### src/rtl/fifo_wr_arb_pkg.sv
// fifo_wr_arb_pkg
// Shared types and helpers for the FIFO write-port arbiter.
//   arb_state_e : arbiter state encoding (free arbitration / locked burst)
//   rr_next     : round-robin successor of an index within 0..n-1
package fifo_wr_arb_pkg;

   typedef enum logic {
      StArb,
      StLocked
   } arb_state_e;

   function automatic int unsigned rr_next(input int unsigned idx, input int unsigned n);
      return (idx + 1 >= n) ? 0 : idx + 1;
   endfunction

endpackage

### src/rtl/fifo_wr_arb_rr_pick.sv
// rr_pick
// Combinational round-robin picker: grants the first set bit of req, searching
// from index prio upward and wrapping modulo N.
//   req  : request vector
//   prio : index searched first
//   gnt  : one-hot grant, or all zero when req is zero
module rr_pick #(
   parameter int unsigned N = 4
) (
   input  logic [N-1:0]                          req,
   input  logic [((N > 1) ? $clog2(N) : 1)-1:0]  prio,
   output logic [N-1:0]                          gnt
);

   logic found;

   always_comb begin
      gnt   = '0;
      found = 1'b0;
      // Outer loop walks the search order; inner loop keeps every index constant.
      for (int unsigned k = 0; k < N; k++) begin
         for (int unsigned i = 0; i < N; i++) begin
            if (!found && req[i] && (i == (32'(prio) + k) % N)) begin
               gnt[i] = 1'b1;
               found  = 1'b1;
            end
         end
      end
   end

endmodule

### src/rtl/fifo_wr_arb.sv
// fifo_wr_arb
// Shares one FIFO write port among NREQ requesters (round-robin with optional
// burst lock) and owns the FIFO read/write pointers and status.
//   clk, rst            : clock, asynchronous active-high reset
//   req, lock, wdata    : requester side; transfer(i) = req[i] & gnt[i]
//   gnt                 : one-hot grant (zero while full or in reset)
//   rd_en, rd_ack       : pop request / pop accepted
//   mem_we/waddr/wdata  : storage write port
//   mem_raddr           : storage read address
//   wr_ptr_bin, rd_ptr_bin, fifo_full, fifo_empty, fifo_count : pointers and status
module fifo_wr_arb
   import fifo_wr_arb_pkg::*;
#(
   parameter int unsigned SIZE  = 4,
   parameter int unsigned DEPTH = 16,
   parameter int unsigned NREQ  = 4,
   parameter int unsigned WIDTH = 8
) (
   input  logic                    clk,
   input  logic                    rst,
   input  logic [NREQ-1:0]         req,
   input  logic [NREQ-1:0]         lock,
   input  logic [NREQ*WIDTH-1:0]   wdata,
   output logic [NREQ-1:0]         gnt,
   input  logic                    rd_en,
   output logic                    rd_ack,
   output logic                    mem_we,
   output logic [SIZE-1:0]         mem_waddr,
   output logic [WIDTH-1:0]        mem_wdata,
   output logic [SIZE-1:0]         mem_raddr,
   output logic [SIZE:0]           wr_ptr_bin,
   output logic [SIZE:0]           rd_ptr_bin,
   output logic                    fifo_full,
   output logic                    fifo_empty,
   output logic [SIZE:0]           fifo_count
);

   localparam int unsigned IW = (NREQ > 1) ? $clog2(NREQ) : 1;
   localparam int unsigned PW = SIZE + 1;

   arb_state_e      state_q;
   logic [IW-1:0]   prio_q;
   logic [IW-1:0]   owner_q;
   logic [IW-1:0]   xfer_idx;
   logic [NREQ-1:0] arb_gnt;
   logic [NREQ-1:0] xfer;

   rr_pick #(
      .N (NREQ)
   ) u_rr_pick (
      .req  (req),
      .prio (prio_q),
      .gnt  (arb_gnt)
   );

   // Status comes only from registered pointers, so a write shows up a cycle later.
   assign fifo_count = wr_ptr_bin - rd_ptr_bin;
   assign fifo_empty = (wr_ptr_bin == rd_ptr_bin);
   assign fifo_full  = (fifo_count == PW'(DEPTH));
   assign mem_waddr  = wr_ptr_bin[SIZE-1:0];
   assign mem_raddr  = rd_ptr_bin[SIZE-1:0];
   assign rd_ack     = rd_en & ~fifo_empty;

   // Grant gating on rst keeps the reset cycle free of any write.
   always_comb begin
      gnt = '0;
      if (!rst && !fifo_full) begin
         if (state_q == StArb) begin
            gnt = arb_gnt;
         end else begin
            gnt[owner_q] = req[owner_q];
         end
      end
   end

   assign xfer   = req & gnt;
   assign mem_we = |xfer;

   always_comb begin
      xfer_idx  = '0;
      mem_wdata = '0;
      for (int unsigned i = 0; i < NREQ; i++) begin
         if (xfer[i]) begin
            xfer_idx  = IW'(i);
            mem_wdata = wdata[i*WIDTH +: WIDTH];
         end
      end
   end

   // Arbiter FSM: state, lock owner and round-robin priority.
   always_ff @(posedge clk or posedge rst) begin
      if (rst) begin
         state_q <= StArb;
         owner_q <= '0;
         prio_q  <= '0;
      end else begin
         if (mem_we) begin
            prio_q <= IW'(rr_next(32'(xfer_idx), NREQ));
         end
         unique case (state_q)
            StArb: begin
               if (mem_we && lock[xfer_idx]) begin
                  state_q <= StLocked;
                  owner_q <= xfer_idx;
               end
            end
            StLocked: begin
               // Leave after any cycle where the owner drops lock, transfer or not.
               if (!lock[owner_q]) begin
                  state_q <= StArb;
               end
            end
            default: state_q <= StArb;
         endcase
      end
   end

   always_ff @(posedge clk or posedge rst) begin
      if (rst) begin
         wr_ptr_bin <= '0;
         rd_ptr_bin <= '0;
      end else begin
         if (mem_we) begin
            wr_ptr_bin <= wr_ptr_bin + PW'(1);
         end
         if (rd_ack) begin
            rd_ptr_bin <= rd_ptr_bin + PW'(1);
         end
      end
   end

endmodule

### config.mk
export PLATFORM = sky130hd
export DESIGN_NAME = fifo_wr_arb
export DESIGN_NICKNAME = d
export VERILOG_FILES = /design/src/rtl/fifo_wr_arb_pkg.sv /design/src/rtl/fifo_wr_arb_rr_pick.sv /design/src/rtl/fifo_wr_arb.sv
export SDC_FILE = /design/constraint.sdc
export NUM_CORES = 1
export LEC_CHECK = 0
export ABC_AREA = 1
export ABC_CLOCK_PERIOD_IN_PS = 4300
export CORE_ASPECT_RATIO = 1.1
export CORE_MARGIN = 1
export CORE_UTILIZATION = 42
export CTS_CLUSTER_SIZE = 14
export DETAILED_ROUTE_END_ITERATION = 6
export GPL_TIMING_DRIVEN = 0
export PLACE_DENSITY = 0.8
export SLEW_MARGIN = 20
export SYNTH_ARGS = -nofsm -noshare
export SYNTH_HDL_FRONTEND = slang
export SYNTH_HIERARCHICAL = 1
export SYNTH_SLANG_ARGS = --single-unit
### constraint.sdc
create_clock -name clk -period 4.3 [get_ports clk]
set_input_delay 0.86 -clock clk [delete_from_list [all_inputs] [get_ports clk]]
set_output_delay 0.86 -clock clk [all_outputs]
set_load 0.005 [all_outputs]
# --- Word level (Yosys, flattened, before mapping) ---
# Cells that the tools add are included.
totals:
  in_bits: 43
  output_inout_bits: 39
  regBits: 15
  word_cells: 143
classes:
  add_sub_neg: 7
  bitwise: 5
  magnitude_cmp: 4
  eq_ne: 14
  muxes: 51
  n_reduce_logical: 57
op_table:
  columns: ["op", "n"]
  rows:
  - ["$logic_not A32 Y1", 4]
  - ["$mux W1", 37]
  - ["$logic_and A1 B1 Y1", 34]
  - ["$mux W8", 4]
  - ["$logic_not A1 Y1", 17]
  - ["$eq A2 B2 Y1 const A", 8]
  - ["$add A5 B1 Y5 const B", 2]
  - ["$and A4 B4 Y4", 2]
  - ["$eq A1 B2 Y1 const A", 4]
  - ["$mux W4", 2]
  - ["$bmux W1 S2", 3]
  - ["$lt A2 B3 Y1 const B", 2]
  - ["$mux W2", 3]
  - ["$eq A5 B5 Y1", 1]
  - ["$eq A5 B5 Y1 const B", 1]
  - ["$sub A5 B5 Y5", 1]
  - ["$add A2 B2 Y2 const B", 2]
  - ["$reduce_or A4 Y1", 1]
  - ["$add A2 B1 Y3 const B", 1]
  - ["$ge A3 B3 Y1 const B", 1]
  - ["$add A2 B1 Y2 const B", 1]
  - ["$demux W1 S2", 1]
  - ["$ge A2 B1 Y1 const B", 1]
  - ["$not A1 Y1", 2]
  - ["other kinds (3)", 3]

# --- Logic depth before layout (Yosys ltp) ---
depth:
  depth_word: 74
  ltp_mapped: 21
  depth_no_buf: 21

# --- Modules after synthesis ---
# The synthesis kept the hierarchy.
modules_own_cells:
  columns: ["mod", "area_each_um2", "instances", "cells_per_inst"]
  rows:
  - ["fifo_wr_arb", 1497.7, 1, 204]
  - ["rr_pick", 294.0, 1, 51]

# --- Worst setup path before layout ---
# OpenSTA, ideal clock, no wires.
synth_timing:
  kind: "input -> output"
  start: "in req[1]"
  end: "out mem_wdata[3]"
  required_time_ps: 3440
  path_slack_ps: 760
  t_arrival_ps: 2680
  path_stages: 18
  cell_sequence: "nand3_1 > nand3_2 > nor2_4 > nand4_4 > nor2_4 > nand4_4 > nor2_4 > nand4_1 > nand2_1 > nor2_1 > a21oi_1 > nand4_2 > nand2_1 > nor2_4 > a21oi_1 > nand3_1 > o21ai_0 > inv_1"
synth_between:
  elab_cells_between_ends: 83
  cone_classes: "mux: 37; bitwise: 2; reduce/logical: 44"
synth_lines:
  columns: ["item", "line", "rtl"]
  rows:
  - ["start: declaration", "fifo_wr_arb.sv:21", "input logic [NREQ-1:0] req,"]
  - ["$logic_and A1 B1 Y1 (2 in a row)", "fifo_wr_arb_rr_pick.sv:23", "if (!found && req[i] && (i == (32'(prio) + k) % N)) begin"]
  - ["$mux W1", "fifo_wr_arb_rr_pick.sv:23", null]
  - ["$logic_not A1 Y1", "fifo_wr_arb_rr_pick.sv:23", null]
  - ["$logic_and A1 B1 Y1 (2 in a row)", "fifo_wr_arb_rr_pick.sv:23", null]
  - ["$mux W1", "fifo_wr_arb_rr_pick.sv:23", null]
  - ["$logic_not A1 Y1", "fifo_wr_arb_rr_pick.sv:23", null]
  - ["$logic_and A1 B1 Y1 (2 in a row)", "fifo_wr_arb_rr_pick.sv:23", null]
  - ["$mux W1", "fifo_wr_arb_rr_pick.sv:23", null]
  - ["[40 not listed]", null, null]
  - ["$logic_not A1 Y1", "fifo_wr_arb_rr_pick.sv:23", null]
  - ["$logic_and A1 B1 Y1 (2 in a row)", "fifo_wr_arb_rr_pick.sv:23", null]
  - ["$mux W1 *", "fifo_wr_arb_rr_pick.sv:23", null]
  - ["via arb_gnt[2]", "fifo_wr_arb.sv:45", "logic [NREQ-1:0] arb_gnt;"]
  - ["$mux W4 *", "fifo_wr_arb.sv:68", "if (state_q == StArb) begin"]
  - ["$mux W4 *", "fifo_wr_arb.sv:67", "if (!rst && !fifo_full) begin"]
  - ["$and A4 B4 Y4 *", "fifo_wr_arb.sv:76", "assign xfer = req & gnt;"]
  - ["$mux W8 * (2 in a row)", "fifo_wr_arb.sv:83", "if (xfer[i]) begin"]
  - ["end: declaration", "fifo_wr_arb.sv:29", "output logic [WIDTH-1:0] mem_wdata,"]
# The timed path passes the listed nets; every way through them passes the cells marked *. The select of a mux whose other input is x is not followed.

# --- Final worst setup path ---
layout_timing:
  start: "in req[1]"
  end: "out mem_wdata[0]"
# The elaborated chain is that of the path after synthesis.

==> results.sh <==
export IMPL_dp_worst_setup_slack_ps=-662
export IMPL_register_area_um2=377
export IMPL_cts_made_buffers=3
export IMPL_first_global_vias=1941
export IMPL_start_kind="input port"
export IMPL_async_reset_ff_share_pct=100
export IMPL_yosysWarnings=6
export IMPL_synth_edf_count=0
export IMPL_critPathMaxFanout=9
export IMPL_via_per_inst=5.18
export IMPL_reg2reg_slack_ps=1290
export IMPL_synthTopCellsByArea="dfrtp_1 21%, nand3_1 12%, nand2_1 7.5%"
export IMPL_cts_buffer_depth=2
export IMPL_fill_cells=314
export IMPL_combPwrFrac_pct=79.2
export IMPL_syn_area_um2=1790
export IMPL_synthFlopType="dfrtp_1"
export IMPL_coreArea_um2=4020
export IMPL_crit_top_cell="nor2_4"
export IMPL_diodes=0
export IMPL_synth_top_area_cell="dfrtp_1"
export IMPL_rsz0062_at_grt="yes"
export IMPL_drtAntennaViolNets=0
export IMPL_slew_violations=0
export IMPL_clock_skew_ps=1.12
export IMPL_synthesis_instances=255
export IMPL_avgSynthCellArea_um2=7.03
export IMPL_clk_latency_ps=250
export IMPL_synthDistinctLibCells=35
export IMPL_final_nets=403
export IMPL_ys_seq_area_share_pct=20.9
export IMPL_final_area_um2=2900
export IMPL_cp_arrival_ps=3300
export IMPL_stdcell_count=404
export IMPL_rows=24
export IMPL_p_sw_uw=995
export IMPL_fmax_mhz=241
export IMPL_clkPwrFrac_pct=5.3
export IMPL_p_per_area_nw_per_um2=739
export IMPL_vias=2091
export IMPL_ys_ff_latch=15
export IMPL_numPortBuffers=81
export IMPL_setup_ws_ps=144
export IMPL_multiInputGateArea_um2=1260
export IMPL_die_y_um=70.5
export IMPL_finalWirelength_um=5690
export IMPL_finalCriticalPeriod_ps=4160
export IMPL_gp_congestion=0.887
export IMPL_max_cap_violations=0
export IMPL_tightestPinTransition_ps=506
export IMPL_synth_nets=305
export IMPL_final_layout_size_suffix_gt1_share_pct=22.2
export IMPL_fin_hold_ws_ps=560
export IMPL_path_clk_slew_ps=60
export IMPL_first_pass_iters=4
export IMPL_seqPwrFrac_pct=15.5
export IMPL_required_ps=3440
export IMPL_dp_hpwl_um=4070
export IMPL_yosysMostFrequentCell="nand3_1"
export IMPL_cts_tree="yes"
export IMPL_fp_dieW_um=64.3
export IMPL_slew_headroom_pct=66.2
export IMPL_path_cells="buf_4 -> nand3_4 -> nand3_2 -> nor2_4 -> nand4_4 -> nor2_4 -> nand4_4 -> nor2_4 -> nand4_1 -> nand2_1 -> nor2_1 -> a21oi_2 -> nand4_2 -> nand2_4 -> nor2_4 -> buf_4 -> buf_4 -> a21oi_2 -> nand3_1 -> o21ai_1 -> inv_1 -> dlymetal6s2s_1"
export IMPL_finalCritPeriodShare_pct=96.6
export IMPL_path_class="in -> out"
export IMPL_swShare_pct=46.4
export IMPL_cp_end_kind="primary output"
export IMPL_dp_cells=388
export IMPL_hold_class="reg -> reg"
export IMPL_fp_dieArea_um2=4530
export IMPL_drt_iter0_markers=134
export IMPL_p_leak_uw=0.00151
export IMPL_critPathSlowestCell="nor2_4"
export IMPL_initial_core_util_pct=44.5
export IMPL_ios=82
export IMPL_antenna_found_initial=0
export IMPL_grt_pass1_wl_um=9130
export IMPL_wl_per_cell_um=14.1
export IMPL_synth_common_cells="44 x nand3_1, 36 x nand2_1, 34 x inv_1"
export IMPL_holdBufCountCts=0
export IMPL_ir_drop_mv=0.614
export IMPL_finalSetupViolations=0
export IMPL_overflow=0
export IMPL_outcome="finished, final reports clean"
export IMPL_area_delta_synth_final_pct=62.1
export IMPL_ctsRootBufferMaster="clkbuf_8"
export IMPL_track_usage_pct=25.1
export IMPL_placed_cell_area_um2=2670
export IMPL_yosysTopAreaCellShare_pct=20.9
export IMPL_finalHoldViolCount=0
export IMPL_max_stage_delay_ps=170
export IMPL_grt_max_degree=22
export IMPL_htreeDepth=1
export IMPL_p_int_uw=1150
export IMPL_power_total_uw=2150
export IMPL_route_detailed_drc=0
export IMPL_clock_sinks=15
-- per-layer routing --
metal,part of all wire (%),track usage [%],vias to the layer above,routed length [um]
met5,0,0,-,0
met4,0.88,5.68,0,50
met3,9.0,5.07,7,515
met2,47,42.6,93,2690
met1,43,32.7,952,2440
li1,-,-,1039,-
-- area by class of cell --
type,count,share of cell area (%)
Multi-Input combinational cell,188,43.4
Timing Repair inverter,1,0.215
Tap cell,52,2.24
Sequential cell,15,13.0
Inverter,40,5.60
Timing Repair Buffer,92,30.9
Buffer,12,3.15
Clock buffer,4,1.55
-- state kept, by name (all words and copies together) (netlist names) --
signal      count
owner_q         2
prio_q          2
rd_ptr_bin      5
state_q         1
wr_ptr_bin      5
-- stage by stage --
stage / util [%] / setup TNS [ps]
6_report: 72.2 / 0
5_1_grt: 72.2 / -42.0
4_1_cts: 69.9 / 0
3_5_place_dp: 66.3 / -5940
3_3_place_gp: 66.3 / -5370
2_1_floorplan: - / 0
-- kinds of logic (layout without fill, tap and decap cells) --
logic type / after synthesis / after routing / synth area share, %
buffers and inverters: 53 / 149 / 13.7
AO/OA/AOI/OAI: 31 / 31 / 9.22
flip-flops: 15 / 15 / 20.9
AND/OR/NAND/NOR: 139 / 140 / 45.9
XOR/XNOR: 10 / 10 / 4.89
adder cells (fa/ha/maj): 7 / 7 / 5.31
-- worst max-delay path: cells and delay by family --
family          cells  cell delay (ps)
compound gates      3              330
buf+inv             5              600
simple gates       14             1490
-- power groups by stage --
stage / Clock (uW) / Sequential (uW) / Combinational [uW]
final: 114 / 333 / 1700
after global routing: 121 / 347 / 1850
after CTS: 114 / 330 / 1670
after detailed placement: 0 / 329 / 1570
after global placement: 0 / 327 / 1550
after floorplan: 0 / 305 / 918
-- path summary, 6_finish.rpt --
kind | start | end | cells after the start
hold / removal | owner_q[0]$_DFFE_PP0P_ | owner_q[0]$_DFFE_PP0P_ | 2
setup / recovery | req[1] | mem_wdata[0] | 22
max in group asynchronous | rst | wr_ptr_bin[0]$_DFFE_PP0P_ | 2
min in group asynchronous | rst | prio_q[0]$_DFFE_PP0P_ | 2
setup reg to reg | prio_q[0]$_DFFE_PP0P_ | owner_q[0]$_DFFE_PP0P_ | 20
hold reg to reg | owner_q[0]$_DFFE_PP0P_ | owner_q[0]$_DFFE_PP0P_ | 2
-- cell usage in the layout, fill, tap and decap left out, types with 2 or more instances in the layout --
master	instances
clkdlybuf4s50_1	68
nand3_1	41
nand2_1	34
inv_1	33
buf_4	21
nor2_1	16
dfrtp_1	14
nand4_1	11
nand2_4	8
o21ai_0	8
dlymetal6s2s_1	8
xor2_1	7
nor2_4	7
a21oi_1	6
a21oi_2	6
o21ai_1	6
ha_1	6
nand3_2	5
nor2_2	3
xnor2_1	3
buf_2	3
nand2_2	3
nand4_4	3
clkbuf_8	3
inv_2	2
clkbuf_1	2
inv_4	2
nand3_4	2
buf_6	2
nor3_1	2
o21bai_1	2
-- repair_timing --
action,CTS,global route
resized for setup,35,23
gates cloned,2,0
setup buffers,7,4
pin swaps,12,7
endpoints found under the setup margin,11,9
No activity file was read; power rests on OpenSTA's default activity.
